[src/rtl/seq_divider_16by8.sv]
// ============================================================================
// Module   : seq_divider_16by8
// Purpose  : Sequential restoring divider, 16-bit / 8-bit -> 8-bit quotient
//            and remainder, one quotient bit per clock, valid/ready on both
//            sides. Optional macro DIV_CHECK_EN adds divide-by-zero/overflow
//            detection at the accept edge.
// Revision : 1.0 - initial release
// ============================================================================
`default_nettype none

module seq_divider_16by8 (
  input  logic        clk,
  input  logic        rst,
  input  logic        in_valid,
  output logic        in_ready,
  input  logic [15:0] dividend,
  input  logic [7:0]  divisor,
  output logic        out_valid,
  input  logic        out_ready,
  output logic [7:0]  quotient,
  output logic [7:0]  remainder,
  output logic        err
);

  typedef enum logic [1:0] {
    S_IDLE = 2'd0,
    S_BUSY = 2'd1,
    S_DONE = 2'd2
  } state_t;

  state_t      r_state;
  state_t      w_state_nxt;

  logic [7:0]  r_rem;
  logic [7:0]  r_q;
  logic [7:0]  r_div;
  logic [2:0]  r_cnt;
  logic [7:0]  r_quot_o;
  logic [7:0]  r_rem_o;

  logic [8:0]  w_t;
  logic        w_ge;
  logic [7:0]  w_rem_nxt;
  logic [7:0]  w_q_nxt;
  logic        w_chk_fail;

  // One restoring step; the 8-bit difference is exact whenever T >= D.
  assign w_t       = {r_rem, r_q[7]};
  assign w_ge      = (w_t >= {1'b0, r_div});
  assign w_rem_nxt = w_ge ? (w_t[7:0] - r_div) : w_t[7:0];
  assign w_q_nxt   = {r_q[6:0], w_ge};

`ifdef DIV_CHECK_EN
  logic r_err;
  assign w_chk_fail = (divisor == 8'd0) || (dividend[15:8] >= divisor);
  assign err        = r_err;
`else
  assign w_chk_fail = 1'b0;
  assign err        = 1'b0;
`endif

  assign quotient  = r_quot_o;
  assign remainder = r_rem_o;

  always_ff @(posedge clk) begin
    if (rst) r_state <= S_IDLE;
    else     r_state <= w_state_nxt;
  end

  always_comb begin
    w_state_nxt = r_state;
    in_ready    = 1'b0;
    out_valid   = 1'b0;
    case (r_state)
      S_IDLE: begin
        in_ready = 1'b1;
        if (in_valid) w_state_nxt = w_chk_fail ? S_DONE : S_BUSY;
      end
      S_BUSY: begin
        if (r_cnt == 3'd0) w_state_nxt = S_DONE;
      end
      S_DONE: begin
        out_valid = 1'b1;
        if (out_ready) w_state_nxt = S_IDLE;
      end
      default: w_state_nxt = S_IDLE;
    endcase
  end

  // Result registers are written only on completion, so they stay put while busy.
  always_ff @(posedge clk) begin
    if (rst) begin
      r_rem    <= 8'd0;
      r_q      <= 8'd0;
      r_div    <= 8'd0;
      r_cnt    <= 3'd0;
      r_quot_o <= 8'd0;
      r_rem_o  <= 8'd0;
`ifdef DIV_CHECK_EN
      r_err    <= 1'b0;
`endif
    end else begin
      case (r_state)
        S_IDLE: begin
          if (in_valid) begin
            r_div <= divisor;
            r_rem <= dividend[15:8];
            r_q   <= dividend[7:0];
            r_cnt <= 3'd7;
`ifdef DIV_CHECK_EN
            r_err <= w_chk_fail;
            if (w_chk_fail) begin
              r_quot_o <= 8'hFF;
              r_rem_o  <= 8'hFF;
            end
`endif
          end
        end
        S_BUSY: begin
          r_rem <= w_rem_nxt;
          r_q   <= w_q_nxt;
          r_cnt <= r_cnt - 3'd1;
          if (r_cnt == 3'd0) begin
            r_quot_o <= w_q_nxt;
            r_rem_o  <= w_rem_nxt;
          end
        end
        default: ;
      endcase
    end
  end

endmodule

`default_nettype wire

[config.mk]
export PLATFORM = sky130hd
export DESIGN_NAME = seq_divider_16by8
export DESIGN_NICKNAME = d
export VERILOG_FILES = /design/src/rtl/seq_divider_16by8.sv
export SDC_FILE = /design/constraint.sdc
export NUM_CORES = 1
export LEC_CHECK = 0
export ABC_AREA = 1
export CORE_ASPECT_RATIO = 1.75
export CORE_MARGIN = 2
export CORE_UTILIZATION = 49
export DETAILED_ROUTE_END_ITERATION = 8
export GPL_TIMING_DRIVEN = 0
export PLACE_DENSITY = 0.86
export SYNTH_ARGS = -nofsm -noshare
export SYNTH_HDL_FRONTEND = slang
export SYNTH_SLANG_ARGS = --single-unit
[constraint.sdc]
create_clock -name clk -period 1.97 [get_ports clk]
set_clock_uncertainty 0.1 [all_clocks]
set_input_delay 0.197 -clock clk [delete_from_list [all_inputs] [get_ports clk]]
set_output_delay 0.197 -clock clk [all_outputs]
set_load 0.005 [all_outputs]
==> run_results.csv, run 1 <==
group,metric,value,unit
synth,yosysSeqAreaShare,37.8,%
floorplan,num_rows,33,
clock_tree,tritoncts,"built",
routing,highest_layer,"met4",
routing,wl_met2,3650,um
routing,vias,2327,
synth,synth_area_leaders,"dfxtp_1 (38%), nand2_1 (10%), inv_1 (8.0%)",
power_and_ir_drop,p_leak,1.42,nW
synth,synth_cell_types,34,
clock_tree,cts_sinks,45,
hold_path,hold_path_class,"input port to register",
setup_path,critical-path-slowest-cell,"dfxtp_1",
routing,wl_met1,2530,um
floorplan,ios,47,
synth,syn-cell-area,2380,um2
timing,hold_violations,0,
power_and_ir_drop,ir_drop,0.716,mV
finish,fin_area,3160,um2
finish,drive_gt1_share,13.1,%
timing,fin_ws,0.0671,ns
placement,pre_cts_slack,-0.0464,ns
timing,fmax,526,MHz
clock_tree,clock_latency,0.30,ns
timing,relSlewSlack,64.5,%
finish,fin_nets,428,
global_route,grt_max_degree,14,
synth,postSynthNetCount,370,
timing,final-setup-viol-count,0,
timing,maxSlewViolCount,0,
clock_tree,cts.htree.levels,2,
floorplan,core,4670,um2
routing,ant_nets,0,
synth,synth_common_cells,"nand2_1 (65), inv_1 (51), dfxtp_1 (45)",
status,outcome,"complete, no violations",
setup_path,path_class,"register to register",
setup_path,crit_fanout,8,
finish,diodes,0,
timing,period_minus_slack,1.90,ns
power_and_ir_drop,power.density,1040,nW/um2
setup_path,cp.arrival,2.00,ns
setup_path,end_kind,"register",
synth,synth_top_area_share,37.8,%
synth,async_flop_share,0,%
clock_tree,ctsHoldBuffers,0,
placement,place_congestion,0.898,
floorplan,initial_core_util,51.1,%
placement,hpwl,4660,um
synth,synth_cells,331,
global_route,antenna_found_initial,0,
setup_path,startpoint_type,"register",
synth,synth_top_area_cell,"dfxtp_1",
global_route,grt_pass1_wl,10100,um
setup_path,crit_chain,"inv_1 -> ha_4 -> nand2_1 -> nor3_2 -> nand2_4 -> buf_4 -> nand3_1 -> nand2_1 -> o21ai_1 -> inv_1",
timing,finalCritPeriodShare,96.6,%
global_route,grt_usage,23.9,%
routing,via_per_inst,5.26,
floorplan,fp.dieArea,5460,um2
synth,synth_ff_type,"dfxtp_1",
synth,yosysWarnings,0,
setup_path,slowest_delay,0.32,ns
routing,first_pass_iters,4,
synth,synth_edf_count,0,
floorplan,fp.dieW,56.7,um
clock_tree,root_buffer,"clkbuf_8",
timing,tightest_slew,0.533,ns
job,max-cap-violations,0,
synth,ys_ff_latch,45,
global_route,gr-total-overflow,0,
routing,drtIter0Drc,95,
finish,syn_to_final_growth,32.5,%
routing,routedWlPerCell,14.8,um
clock_tree,cts_buffers,5,
global_route,grt_pass1_vias,2261,
routing,routed_wl,6540,um
clock_tree,clk_pin_slew,0.09,ns
routing,route.detailed.drc,0,
floorplan,die_h,96.3,um
clock_tree,clk_path_buf_depth,2,
routing,wl_met3,157,um
synth,synth_area_per_cell,7.20,um2
placement,port_buffers,45,
setup_path,cp.required,2.07,ns
placement,place_area,2900,um2
synth,synth_most_common_cell,"nand2_1",
stage by stage:
step | hold WS, ns | TNS, ns | instances | utilization, % | power (mW)
2_1_floorplan | 0.257 | 0 | 331 | - | 1.98
3_3_place_gp | 0.364 | -0.0225 | 428 | 62.2 | 2.29
3_5_place_dp | 0.363 | -0.127 | 428 | 62.2 | 2.33
4_1_cts | 0.369 | 0 | 438 | 65.0 | 3.08
5_1_grt | 0.387 | -0.177 | 442 | 67.7 | 3.48
6_report | 0.365 | 0 | 442 | 67.7 | 3.28
flip-flops by register name, summed over array words and instances, names as in the netlist:
register   flops
remainder      8
r_cnt          3
quotient       8
r_q            8
r_state        2
r_rem          8
r_div          8
path summary, 6_finish.rpt:
| check | start | to | slack (ns) | cells past startpoint |
|---|---|---|---|---|
| hold / removal | dividend[6] | r_q[6] | 0.37 | 3 |
| hold reg to reg | quotient[1] | quotient[1] | 0.37 | 2 |
| setup reg to reg | r_div[6] | remainder[7] | 0.07 | 10 |
| setup / recovery | r_div[6] | remainder[7] | 0.07 | 10 |
power by group:
part	switching [mW]	internal [mW]	total, mW
sequential	0.0885	1.02	1.11
combinational	0.815	0.619	1.43
clock	0.322	0.414	0.736
total	1.22	2.05	3.28
critical path, delay by kind of cell (launching register included):
kind | cells | cell delay (ns)
simple gates | 5 | 0.65
flops | 1 | 0.32
fa+ha+maj | 1 | 0.31
buf+inv | 3 | 0.30
compound gates | 1 | 0.12
per-layer routing:
layer | GRT usage (%) | up-vias
met5 | 0 | -
met4 | 13.0 | 0
met3 | 3.36 | 15
met2 | 46.3 | 42
met1 | 24.1 | 1087
li1 | - | 1183
placed cells by master, fill, tap and decap left out, drive strengths merged:
cell	n
a21o	4
o21ai	32
a221oi	1
a211oi	5
a31oi	8
dfxtp	45
or2	1
nand4	1
inv	53
a22o	4
nor3	2
nand3	19
bufinv	1
ha	10
nor2	26
nand3b	1
xor2	2
conb	1
clkbuf	12
a21oi	24
xnor2	2
nand2	74
buf	14
clkdlybuf4s50	45
fa	1
clkinv	2
kinds of logic after synthesis:
kind of cell / Yosys count / synth area share (%)
AND/OR/NAND/NOR: 124 / 23.6
buffers and inverters: 68 / 12.0
flip-flops: 45 / 37.8
other: 1 / 0.157
adder cells (fa/ha/maj): 11 / 6.09
XOR/XNOR: 4 / 1.47
AO/OA/AOI/OAI: 78 / 19.0
layout make-up:
class	instances	area (um2)
Fill cell	380	1510
Multi-Input combinational cell	218	1280
Sequential cell	45	902
Timing Repair Buffer	51	508
Inverter	55	206
Clock buffer	7	86.3
Buffer	13	78.8
Tap cell	52	65.1
Clock inverter	1	30.0
repair_timing:
action / in CTS / in global routing
endpoints found under the setup margin: 9 / 14
setup buffers: 2 / 4
hold endpoints to repair: 0 / 0
pin swaps: 0 / 4
gates cloned: 0 / 0
resized for setup: 0 / 13
Power figures use the tool's default switching activity.
==> run 2, diff against run 1 <==
--- a/config.mk
+++ b/config.mk
@@ -6,12 +6,13 @@
 export NUM_CORES = 1
 export LEC_CHECK = 0
 export ABC_AREA = 1
+export ABC_CLOCK_PERIOD_IN_PS = 1550
 export CORE_ASPECT_RATIO = 1.75
 export CORE_MARGIN = 2
-export CORE_UTILIZATION = 49
+export CORE_UTILIZATION = 46
 export DETAILED_ROUTE_END_ITERATION = 8
 export GPL_TIMING_DRIVEN = 0
-export PLACE_DENSITY = 0.86
+export PLACE_DENSITY = 0.85
 export SYNTH_ARGS = -nofsm -noshare
 export SYNTH_HDL_FRONTEND = slang
 export SYNTH_SLANG_ARGS = --single-unit
==> constraint.sdc (replaced) <==
create_clock -name clk -period 1.55 [get_ports clk]
set_clock_uncertainty 0.1 [all_clocks]
set_input_delay 0.155 -clock clk [delete_from_list [all_inputs] [get_ports clk]]
set_output_delay 0.155 -clock clk [all_outputs]
set_load 0.005 [all_outputs]
==> run 2 against run 1 <==
The flow now finishes with violations (setup timing). Register-to-register slack worse by 0.40 ns. Utilization rose by 6.0 points. Count of clock-buffer cells in the layout is 2 lower. Sequential share of layout area fell by 3.3 points. Highest routed layer unchanged.
==> run_results.csv, run 2 (synthesis gave the netlist of run 1 again) <==
group,metric,value,unit
status,outcome,"finished, violations left",
status,violations,"setup timing",
global_route,gr-total-overflow,0,
clock_tree,cts_sinks,45,
job,max-cap-violations,0,
finish,syn_to_final_growth,53.8,%
placement,hpwl,4810,um
floorplan,core,4980,um2
global_route,grt_pass1_vias,2514,
finish,final_common_cell,"nand2_1",
placement,port_buffers,45,
placement,place_congestion,0.845,
routing,via_per_inst,5.65,
floorplan,fp.dieArea,5800,um2
floorplan,num_rows,34,
floorplan,fp.dieW,58.4,um
timing,finalCritPeriodShare,121,%
routing,route.detailed.drc,0,
timing,fin_ws,-0.328,ns
finish,diodes,0,
placement,pre_cts_slack,-0.298,ns
timing,relSlewSlack,61.7,%
finish,drive_gt1_share,34.3,%
finish,fillers,366,
setup_path,end_kind,"register",
setup_path,cp.arrival,1.98,ns
timing,tightest_slew,0.574,ns
clock_tree,ctsHoldBuffers,0,
routing,routedWlPerCell,17.0,um
timing,period_minus_slack,1.88,ns
clock_tree,cts_buffers,5,
timing,fmax,532,MHz
timing,rsz0062_at_grt,"yes",
clock_tree,tritoncts,"built",
global_route,grt_max_degree,14,
power_and_ir_drop,power_frac_seq,29.3,%
floorplan,ios,47,
hold_path,hold_depth,3,
clock_tree,clock_latency,0.30,ns
power_and_ir_drop,clkPwrFrac,17.5,%
floorplan,initial_core_util,47.9,%
clock_tree,clk_path_buf_depth,2,
global_route,antenna_found_initial,0,
finish,layout_common_cells,"nand2_1 (45), clkdlybuf4s50_1 (43), inv_1 (36), buf_4 (27), dfxtp_1 (27)",
clock_tree,root_buffer,"clkbuf_8",
routing,routed_wl,8020,um
routing,ant_nets,0,
global_route,grt_pass1_wl,11100,um
power_and_ir_drop,power.total,4.91,mW
setup_path,crit_fanout,7,
power_and_ir_drop,power.density,1340,nW/um2
setup_path,cp.required,1.65,ns
hold_path,hold_path_class,"input port to register",
timing,hold_violations,0,
timing,final-setup-viol-count,19,
timing,maxSlewViolCount,0,
power_and_ir_drop,switchingPower,1.95,mW
power_and_ir_drop,combPwrFrac,53.2,%
power_and_ir_drop,p_int,2.95,mW
floorplan,die_h,99.3,um
setup_path,ff2ff_path_depth,10,
power_and_ir_drop,ir_drop,1.12,mV
routing,vias,2660,
setup_path,startpoint_type,"register",
finish,fin_nets,456,
clock_tree,clk_pin_slew,0.08,ns
routing,drtIter0Drc,129,
power_and_ir_drop,p_sw_share,39.8,%
power_and_ir_drop,p_leak,1.63,nW
setup_path,path_class,"register to register",
global_route,grt_usage,25.1,%
clock_tree,cts.htree.levels,2,
routing,first_pass_iters,5,
==> run 2: cell count changes in the layout (fill, tap and decap cells not counted), sizes merged <==
| cell | change |
|---|---|
| clkdlybuf4s50 | -2 |
| clkinv | +1 |
| nand2 | +1 |
| dlygate4sd2 | +1 |
| buf | +24 |
| clkbuf | +1 |
| dlymetal6s2s | +1 |
==> run 2: worst max-delay path, cell delays in order (launching register included) <==
cell and delay [ns]:
dfxtp_2 0.35, ha_4 0.26, or2_4 0.26, nand3_4 0.09, nand2_4 0.07, nand2_8 0.11, buf_12 0.12, nand3b_1 0.11
nand2_1 0.12, a21o_1 0.13, inv_1 0.04
==> run 2: cell type report <==
type	count	area [um2]	share of cell area, %
plain buffers	13	101	2.76
clock buffers	5	68.8	1.88
clock inverters	2	35.0	0.955
inverters	55	209	5.70
multi-input cells	219	1510	41.2
flip-flops and latches	45	926	25.2
well taps	54	67.6	1.84
repair buffers	78	751	20.5
==> run 2: worst paths after layout <==
| path | from | endpoint | slack, ns |
|---|---|---|---|
| setup / recovery | r_rem[1] | remainder[2] | -0.33 |
| hold / removal | dividend[7] | r_q[7] | 0.31 |
| setup reg to reg | r_rem[1] | remainder[2] | -0.33 |
| hold reg to reg | quotient[1] | quotient[1] | 0.39 |
==> run 2: per-stage QoR <==
stage | util (%) | setup TNS [ns] | hold slack [ns] | cells | cell area, um2
5_1_grt | 73.7 | -5.66 | 0.333 | 471 | 3670
2_1_floorplan | - | -0.694 | 0.215 | 331 | 2490
3_5_place_dp | 60.4 | -5.15 | 0.368 | 430 | 3010
3_3_place_gp | 60.4 | -4.66 | 0.362 | 430 | 3010
4_1_cts | 68.4 | -2.91 | 0.320 | 456 | 3400
6_report | 73.7 | -4.58 | 0.315 | 471 | 3670
==> run 2: timing repair <==
item	in CTS	in global routing
pin swaps	20	19
setup endpoints to repair	27	34
buffers inserted	18	12
cloned	1	3
gates resized for setup	43	47
==> run 2: layer usage <==
metal | vias to the layer above | global-route usage, % | share of wire [%]
met5 | - | 0 | 0
met4 | 0 | 12.7 | 5.5
met3 | 42 | 5.07 | 5.0
met2 | 117 | 49.1 | 56
met1 | 1266 | 22.8 | 33
li1 | 1235 | - | -
==> run 2: power groups by stage <==
stage          clock, mW  combinational, mW  sequential (mW)
3_3_place_gp           0               1.57             1.44
6_report           0.860               2.61             1.44
4_1_cts            0.854               2.14             1.42
2_1_floorplan          0               1.18             1.42
5_1_grt            0.915               2.76             1.45
3_5_place_dp           0               1.62             1.44
